## config.mk

```make
export PLATFORM = sky130hd
export DESIGN_NAME = accum_wb_streamer_flat
export DESIGN_NICKNAME = d
export VERILOG_FILES = /design/src/rtl/accum_pkg.sv /design/src/rtl/accum_wb_streamer_if.sv /design/src/rtl/accum_wb_streamer_fifo.sv /design/src/rtl/accum_wb_streamer.sv /design/src/flat_wrapper.sv
export SDC_FILE = /design/constraint.sdc
export NUM_CORES = 1
export LEC_CHECK = 0
export CAP_MARGIN = 0
export CORE_UTILIZATION = 56
export CTS_CLUSTER_DIAMETER = 200
export DETAILED_ROUTE_END_ITERATION = 16
export GPL_ROUTABILITY_DRIVEN = 0
export PLACE_DENSITY = 0.9
export SETUP_SLACK_MARGIN = 0.4
export SKIP_CTS_REPAIR_TIMING = 1
export SLEW_MARGIN = 15
export SYNTH_ARGS = -nofsm -noshare
export SYNTH_HDL_FRONTEND = slang
export SYNTH_SLANG_ARGS = --single-unit
```

## constraint.sdc

```tcl
create_clock -name clk -period 3.25 [get_ports clk]
set_clock_uncertainty 0.2 [all_clocks]
set_input_delay 0.65 -clock clk [delete_from_list [all_inputs] [get_ports clk]]
set_output_delay 0.65 -clock clk [all_outputs]
set_load 0.05 [all_outputs]
```

## src/rtl/accum_pkg.sv

```systemverilog
// Shared constants and types for the accumulation-buffer writeback streamer.
package accum_pkg;

    localparam int DATA_WIDTH      = 64;
    localparam int BANK_ADDR_WIDTH = 7;
    localparam int BANK_DEPTH      = 128;
    localparam int CNT_W           = BANK_ADDR_WIDTH + 1;
    localparam int FIFO_DEPTH      = 4;
    localparam int FIFO_PTR_W      = 2;

    typedef enum logic [1:0] {
        IDLE,
        RUN,
        DRAIN
    } wb_state_t;

    typedef struct packed {
        logic                  last;
        logic [DATA_WIDTH-1:0] data;
    } fifo_entry_t;

endpackage

```

## src/rtl/accum_wb_streamer_if.sv

```systemverilog
// Writeback-bank read port plus the valid/ready output stream of the streamer.
interface accum_wb_streamer_if;
    import accum_pkg::*;

    logic                       ren_wb;
    logic [BANK_ADDR_WIDTH-1:0] radr_wb;
    logic [DATA_WIDTH-1:0]      rdata_wb;
    logic                       out_valid;
    logic                       out_ready;
    logic [DATA_WIDTH-1:0]      out_data;
    logic                       out_last;

    modport master (
        output ren_wb, radr_wb, out_valid, out_data, out_last,
        input  rdata_wb, out_ready
    );

    modport slave (
        input  ren_wb, radr_wb, out_valid, out_data, out_last,
        output rdata_wb, out_ready
    );

endinterface

```

## src/rtl/accum_wb_streamer_fifo.sv

```systemverilog
// Small synchronous FIFO buffering read data between the bank port and the output stream.
module wb_skid_fifo
    import accum_pkg::*;
(
    input  logic                clk,
    input  logic                rst,
    input  logic                push,
    input  fifo_entry_t         push_entry,
    input  logic                pop,
    output logic [FIFO_PTR_W:0] occ,
    output logic                empty,
    output logic                full,
    output fifo_entry_t         head
);

    localparam logic [FIFO_PTR_W:0] DEPTH_L = FIFO_DEPTH[FIFO_PTR_W:0];

    fifo_entry_t             mem_q [FIFO_DEPTH];
    fifo_entry_t             mem_d [FIFO_DEPTH];
    logic [FIFO_PTR_W-1:0]   wr_ptr_q, wr_ptr_d;
    logic [FIFO_PTR_W-1:0]   rd_ptr_q, rd_ptr_d;
    logic [FIFO_PTR_W:0]     occ_q, occ_d;

    always_comb begin
        mem_d    = mem_q;
        wr_ptr_d = wr_ptr_q;
        rd_ptr_d = rd_ptr_q;
        if (push) begin
            mem_d[wr_ptr_q] = push_entry;
            wr_ptr_d        = wr_ptr_q + FIFO_PTR_W'(1);
        end
        if (pop) begin
            rd_ptr_d = rd_ptr_q + FIFO_PTR_W'(1);
        end
        occ_d = occ_q + {{FIFO_PTR_W{1'b0}}, push} - {{FIFO_PTR_W{1'b0}}, pop};
    end

    // Storage is cleared on reset so the output word reads as zero afterwards.
    always_ff @(posedge clk) begin
        if (rst) begin
            for (int i = 0; i < FIFO_DEPTH; i++) begin
                mem_q[i] <= '0;
            end
            wr_ptr_q <= '0;
            rd_ptr_q <= '0;
            occ_q    <= '0;
        end else begin
            mem_q    <= mem_d;
            wr_ptr_q <= wr_ptr_d;
            rd_ptr_q <= rd_ptr_d;
            occ_q    <= occ_d;
        end
    end

    assign occ   = occ_q;
    assign empty = (occ_q == '0);
    assign full  = (occ_q == DEPTH_L);
    assign head  = mem_q[rd_ptr_q];

    push_into_full: assert property (@(posedge clk) disable iff (rst) !(push && full));

endmodule

```

## src/rtl/accum_wb_streamer.sv

```systemverilog
// Streams a finished tile out of the writeback bank: sequential reads, FIFO, valid/ready output.
module accum_wb_streamer
    import accum_pkg::*;
(
    input  logic                  clk,
    input  logic                  rst,
    input  logic                  start,
    input  logic [CNT_W-1:0]      num_words,
    output logic                  busy,
    output logic                  done,
    accum_wb_streamer_if.master   bus
);

    wb_state_t          state_q, state_d;
    logic [CNT_W-1:0]   cnt_q, cnt_d;
    logic [CNT_W-1:0]   issue_adr_q, issue_adr_d;
    logic               inflight_q, inflight_d;
    logic               inflight_last_q, inflight_last_d;
    logic               done_q, done_d;

    logic               room;
    logic               is_last_adr;
    logic               issue_ok;
    logic               pop;
    logic [FIFO_PTR_W:0] fifo_occ;
    logic               fifo_empty;
    logic               fifo_full;
    fifo_entry_t        fifo_head;
    fifo_entry_t        push_entry;

    // Issue depends only on registered state so ren_wb never sees out_ready combinationally.
    always_comb begin
        room        = !fifo_full && ((int'(fifo_occ) + int'(inflight_q)) < FIFO_DEPTH);
        is_last_adr = (issue_adr_q == (cnt_q - CNT_W'(1)));
        issue_ok    = (state_q == RUN) && (issue_adr_q < cnt_q) && room;
        pop         = !fifo_empty && bus.out_ready;

        state_d         = state_q;
        cnt_d           = cnt_q;
        issue_adr_d     = issue_adr_q;
        inflight_d      = issue_ok;
        inflight_last_d = issue_ok && is_last_adr;
        done_d          = 1'b0;

        case (state_q)
            IDLE: begin
                if (start) begin
                    if (num_words != '0) begin
                        cnt_d       = num_words;
                        issue_adr_d = '0;
                        state_d     = RUN;
                    end else begin
                        done_d = 1'b1;
                    end
                end
            end
            RUN: begin
                if (issue_ok) begin
                    issue_adr_d = issue_adr_q + CNT_W'(1);
                    if (is_last_adr) begin
                        state_d = DRAIN;
                    end
                end
            end
            DRAIN: begin
                if (pop && fifo_head.last && (fifo_occ == (FIFO_PTR_W+1)'(1)) && !inflight_q) begin
                    done_d  = 1'b1;
                    state_d = IDLE;
                end
            end
            default: state_d = IDLE;
        endcase
    end

    always_ff @(posedge clk) begin
        if (rst) begin
            state_q         <= IDLE;
            cnt_q           <= '0;
            issue_adr_q     <= '0;
            inflight_q      <= 1'b0;
            inflight_last_q <= 1'b0;
            done_q          <= 1'b0;
        end else begin
            state_q         <= state_d;
            cnt_q           <= cnt_d;
            issue_adr_q     <= issue_adr_d;
            inflight_q      <= inflight_d;
            inflight_last_q <= inflight_last_d;
            done_q          <= done_d;
        end
    end

    assign push_entry = '{last: inflight_last_q, data: bus.rdata_wb};

    wb_skid_fifo u_fifo (
        .clk        (clk),
        .rst        (rst),
        .push       (inflight_q),
        .push_entry (push_entry),
        .pop        (pop),
        .occ        (fifo_occ),
        .empty      (fifo_empty),
        .full       (fifo_full),
        .head       (fifo_head)
    );

    assign bus.ren_wb    = issue_ok;
    assign bus.radr_wb   = issue_adr_q[BANK_ADDR_WIDTH-1:0];
    assign bus.out_valid = !fifo_empty;
    assign bus.out_data  = fifo_head.data;
    assign bus.out_last  = fifo_head.last;
    assign busy          = (state_q != IDLE);
    assign done          = done_q;

endmodule

```

## src/flat_wrapper.sv

```systemverilog
// flat-port wrapper written by rule: the top's interface ports become plain ports
module accum_wb_streamer_flat import accum_pkg::*;
  (clk, rst, start, num_words, busy, done, bus_ren_wb, bus_radr_wb, bus_out_valid, bus_out_data, bus_out_last, bus_rdata_wb, bus_out_ready);
  accum_wb_streamer_if bus_i ();
  input  logic clk;
  input  logic rst;
  input  logic start;
  input  logic [CNT_W-1:0] num_words;
  output logic busy;
  output logic done;
  output wire logic [$bits(bus_i.ren_wb)-1:0] bus_ren_wb;
  output wire logic [$bits(bus_i.radr_wb)-1:0] bus_radr_wb;
  output wire logic [$bits(bus_i.out_valid)-1:0] bus_out_valid;
  output wire logic [$bits(bus_i.out_data)-1:0] bus_out_data;
  output wire logic [$bits(bus_i.out_last)-1:0] bus_out_last;
  input wire logic [$bits(bus_i.rdata_wb)-1:0] bus_rdata_wb;
  input wire logic [$bits(bus_i.out_ready)-1:0] bus_out_ready;
  assign bus_ren_wb = bus_i.ren_wb;
  assign bus_radr_wb = bus_i.radr_wb;
  assign bus_out_valid = bus_i.out_valid;
  assign bus_out_data = bus_i.out_data;
  assign bus_out_last = bus_i.out_last;
  assign bus_i.rdata_wb = bus_rdata_wb;
  assign bus_i.out_ready = bus_out_ready;
  accum_wb_streamer u_core (.clk(clk), .rst(rst), .start(start), .num_words(num_words), .busy(busy), .done(done), .bus(bus_i));
endmodule
```

==> results.md, run 1 <==
- Data arrival, critical path: 2.14 ns
- Async SR Flop Fraction: 0%
- Warnings, synthesis: 0
- Buffers added on ports: 151
- M3 GR Usage: 4.01%
- Largest vdd supply drop: 0.000399 V
- Die Span X: 149 µm
- Vias in the first global route: 10600
- Met2 Track Usage GR: 50.0%
- Max Clock Freq: 334 MHz
- Post-route DRC: 0
- HP Class: flop to flop
- Post-placement cell area: 0.0137 mm²
- Hold endpoint: u_core.u_fifo.mem_q[229]
- Layout Nets: 1635
- CP endpoint kind: output port
- Fin crit share: 92.1%
- Setup slack, reg-to-reg: 0.83 ns
- Clock root cell: clkbuf_16
- Initial Util: 57.3%
- Worst Path Max Fanout: 9
- CP Launch Type: flop
- Most Used Layer, Global Route: met2
- M1 GR Usage: 34.6%
- Syn Inst Count: 1431
- Netlist Area Pre-Place: 0.0121 mm²
- Crit Reg-Reg Startpoint: u_core.u_fifo.occ[1]
- Fillers: 1549
- Hold Path Depth: 2
- Unrepaired setup endpoints after global routing: yes
- First-pass GRT wire length: 50900 µm
- WL/cell: 17.7 µm
- Synth Area per Inst: 8.47 µm²
- Critical path class: flop to output port
- Clock Path Buffers: 3
- Outcome: finished, final reports clean
- Clock slew at reported path FFs: 0.06 ns
- First DRT Iteration DRCs: 721
- Largest net degree at the start of global routing: 106
- ANT cells: 0
- Leak pwr: 5.18 nW
- Max-slew violation count: 0
- Main flop type after synthesis: dfxtp_1
- CTS buffer count: 29
- Vias per cell: 5.82
- Max Cap Violations: 0
- Layout cell share with drive strength beyond 1: 15.4%
- Fin crit period: 2.99 ns
- HPWL after DPL: 19500 µm
- Core area: 0.0212 mm²
- WL final: 32400 µm
- Sequential share of the synthesized area: 47.5%
- GRT Total Usage: 28.5%
- Slew headroom: 45.4%
- Syn nets: 1525
- Post-DRT Antenna Nets: 0
- Vias: 10700
- PD cells: 557 mW/mm²
- Yosys reg bits: 288
- Critical Path Start: u_core.u_fifo.rd_ptr_q[1]
- Reg-to-reg critical path endpoint: u_core.u_fifo.occ[2]
- Layout area overhead: 22.7%
- Hold Crit Start: u_core.u_fifo.mem_q[229]
- Grt ovf: 0
- Die Height: 149 µm
- Clock insertion delay at the later pin of the skew report: 0.53 ns
- Worst slew pin tran: 0.816 ns
- Final Hold Viols: 0
- WP data required: 2.40 ns
- FP Rows: 53
- H-tree levels: 1
- Final setup viols: 0
- Initial antenna violation count: 0
- Drt first pass iters: 5
- Fin Hold WS: 0.250 ns
- Design area: 0.0149 mm²
- CTS tree: yes
- Number of synthesized flops with an enable pin: 0
- Clock net sink count: 288
- Total chip power: 0.00828 W
- Worst r2r path cells: 9
- IO Pins: 152
- Cell variety after synth: 42
- Area of the die: 0.0222 mm²
worst max-delay path, cell delays in order, from the launching register on:
cell and delay (ns):
dfxtp_4 0.36, buf_12 0.12, buf_8 0.12, buf_12 0.14, mux4_2 0.53, dlymetal6s2s_1 0.33
where the power goes:
part / internal, W / switching [W] / leakage (nW)
Sequential: 0.00362 / 0.0000682 / 2.33
Combinational: 0.000651 / 0.000890 / 2.42
Clock: 0.00175 / 0.00131 / 0.421
Total: 0.00601 / 0.00227 / 5.18
stage by stage:
stage / worst slack [ns] / std cells / utilization, % / setup TNS (ns)
after floorplan: 0.649 / 1431 / - / 0
after global placement: 0.436 / 1769 / 64.9 / 0
after detailed placement: 0.336 / 1769 / 64.9 / 0
after CTS: -0.167 / 1818 / 69.0 / -3.14
after global routing: 0.199 / 1834 / 70.3 / 0
final: 0.257 / 1834 / 70.3 / 0
cell usage after synthesis (4+ instances only):
cell	n	share of area, %
dfxtp_1	288	48
xor2_1	4	0.29
nor4_1	5	0.26
buf_2	10	0.41
or3_1	7	0.36
nand3_1	10	0.41
nor2_1	28	0.87
buf_1	18	0.56
buf_4	7	0.43
mux2i_1	4	0.33
and2_1	5	0.26
a21oi_1	278	11
mux4_2	65	12
nor3_1	5	0.21
clkbuf_1	78	2.4
nand2_1	535	17
xnor2_1	9	0.65
inv_1	19	0.59
o31ai_1	4	0.25
ha_1	17	1.8
registers in the layout, summed over array words and instances, names as in the netlist:
| register | count |
|---|---|
| u_core.inflight_q | 1 |
| u_core.done | 1 |
| u_core.state_q | 2 |
| u_core.u_fifo.occ | 3 |
| u_core.issue_adr_q | 8 |
| u_core.u_fifo.wr_ptr_q | 2 |
| u_core.u_fifo.mem_q | 260 |
| u_core.u_fifo.rd_ptr_q | 2 |
| u_core.inflight_last_q | 1 |
| u_core.cnt_q | 8 |
worst max-delay path by stage:
stage	slack, ns	endpoint	cells after the start
2_1_floorplan	0.65	u_core.u_fifo.occ[2]	9
3_3_place_gp	0.44	u_core.issue_adr_q[2]	5
3_5_place_dp	0.34	u_core.cnt_q[0]	6
4_1_cts	-0.17	bus_out_data[33]	3
5_1_grt	0.20	bus_out_data[43]	5
6_report	0.26	bus_out_data[43]	5
placed cells by master, fill, tap and decap left out, types with 6 or more instances in the layout:
cell,Yosys,final
a21oi_1,278,276
buf_4,7,65
nand3_1,10,10
dlymetal6s2s_1,0,7
ha_1,17,16
dfxtp_1,288,278
clkbuf_8,0,6
nor2_1,28,27
buf_6,1,19
mux4_2,65,65
clkbuf_1,78,10
clkdlybuf4s50_1,0,83
dfxtp_2,0,8
nand2_1,535,530
clkbuf_16,0,30
buf_12,0,10
inv_1,19,17
or3_1,7,7
xnor2_1,9,9
layer usage:
metal  vias up  wire, µm
met1      5090     12400
met4         0      1120
met2       481     16500
li1       5000         -
met3       102      2410
met5         -         0
cell type report:
type | count | area [µm²] | area share [%]
Sequential cell | 288 | 5780 | 38.9
Clock buffer | 44 | 832 | 5.59
Clock inverter | 5 | 27.5 | 0.185
Timing Repair Buffer | 193 | 1950 | 13.1
Tap cell | 275 | 344 | 2.31
Inverter | 19 | 71.3 | 0.480
Multi-Input combinational cell | 1010 | 5870 | 39.4
cells by family after synthesis:
logic type / share of synthesized area [%]
AO/OA/AOI/OAI: 12.7
XOR/XNOR: 0.939
buffers and inverters: 4.50
adder cells (fa/ha/maj): 1.92
flip-flops: 47.5
multiplexers: 12.4
AND/OR/NAND/NOR: 20.0
No activity file was read; power rests on OpenSTA's default activity.
==> run 2: changes to the inputs <==
--- a/config.mk
+++ b/config.mk
@@ -5,7 +5,6 @@
 export SDC_FILE = /design/constraint.sdc
 export NUM_CORES = 1
 export LEC_CHECK = 0
-export CAP_MARGIN = 0
 export CORE_UTILIZATION = 56
 export CTS_CLUSTER_DIAMETER = 200
 export DETAILED_ROUTE_END_ITERATION = 16
==> results of run 2 <==
Final layout, timing and power as in run 1 (identical DEF).
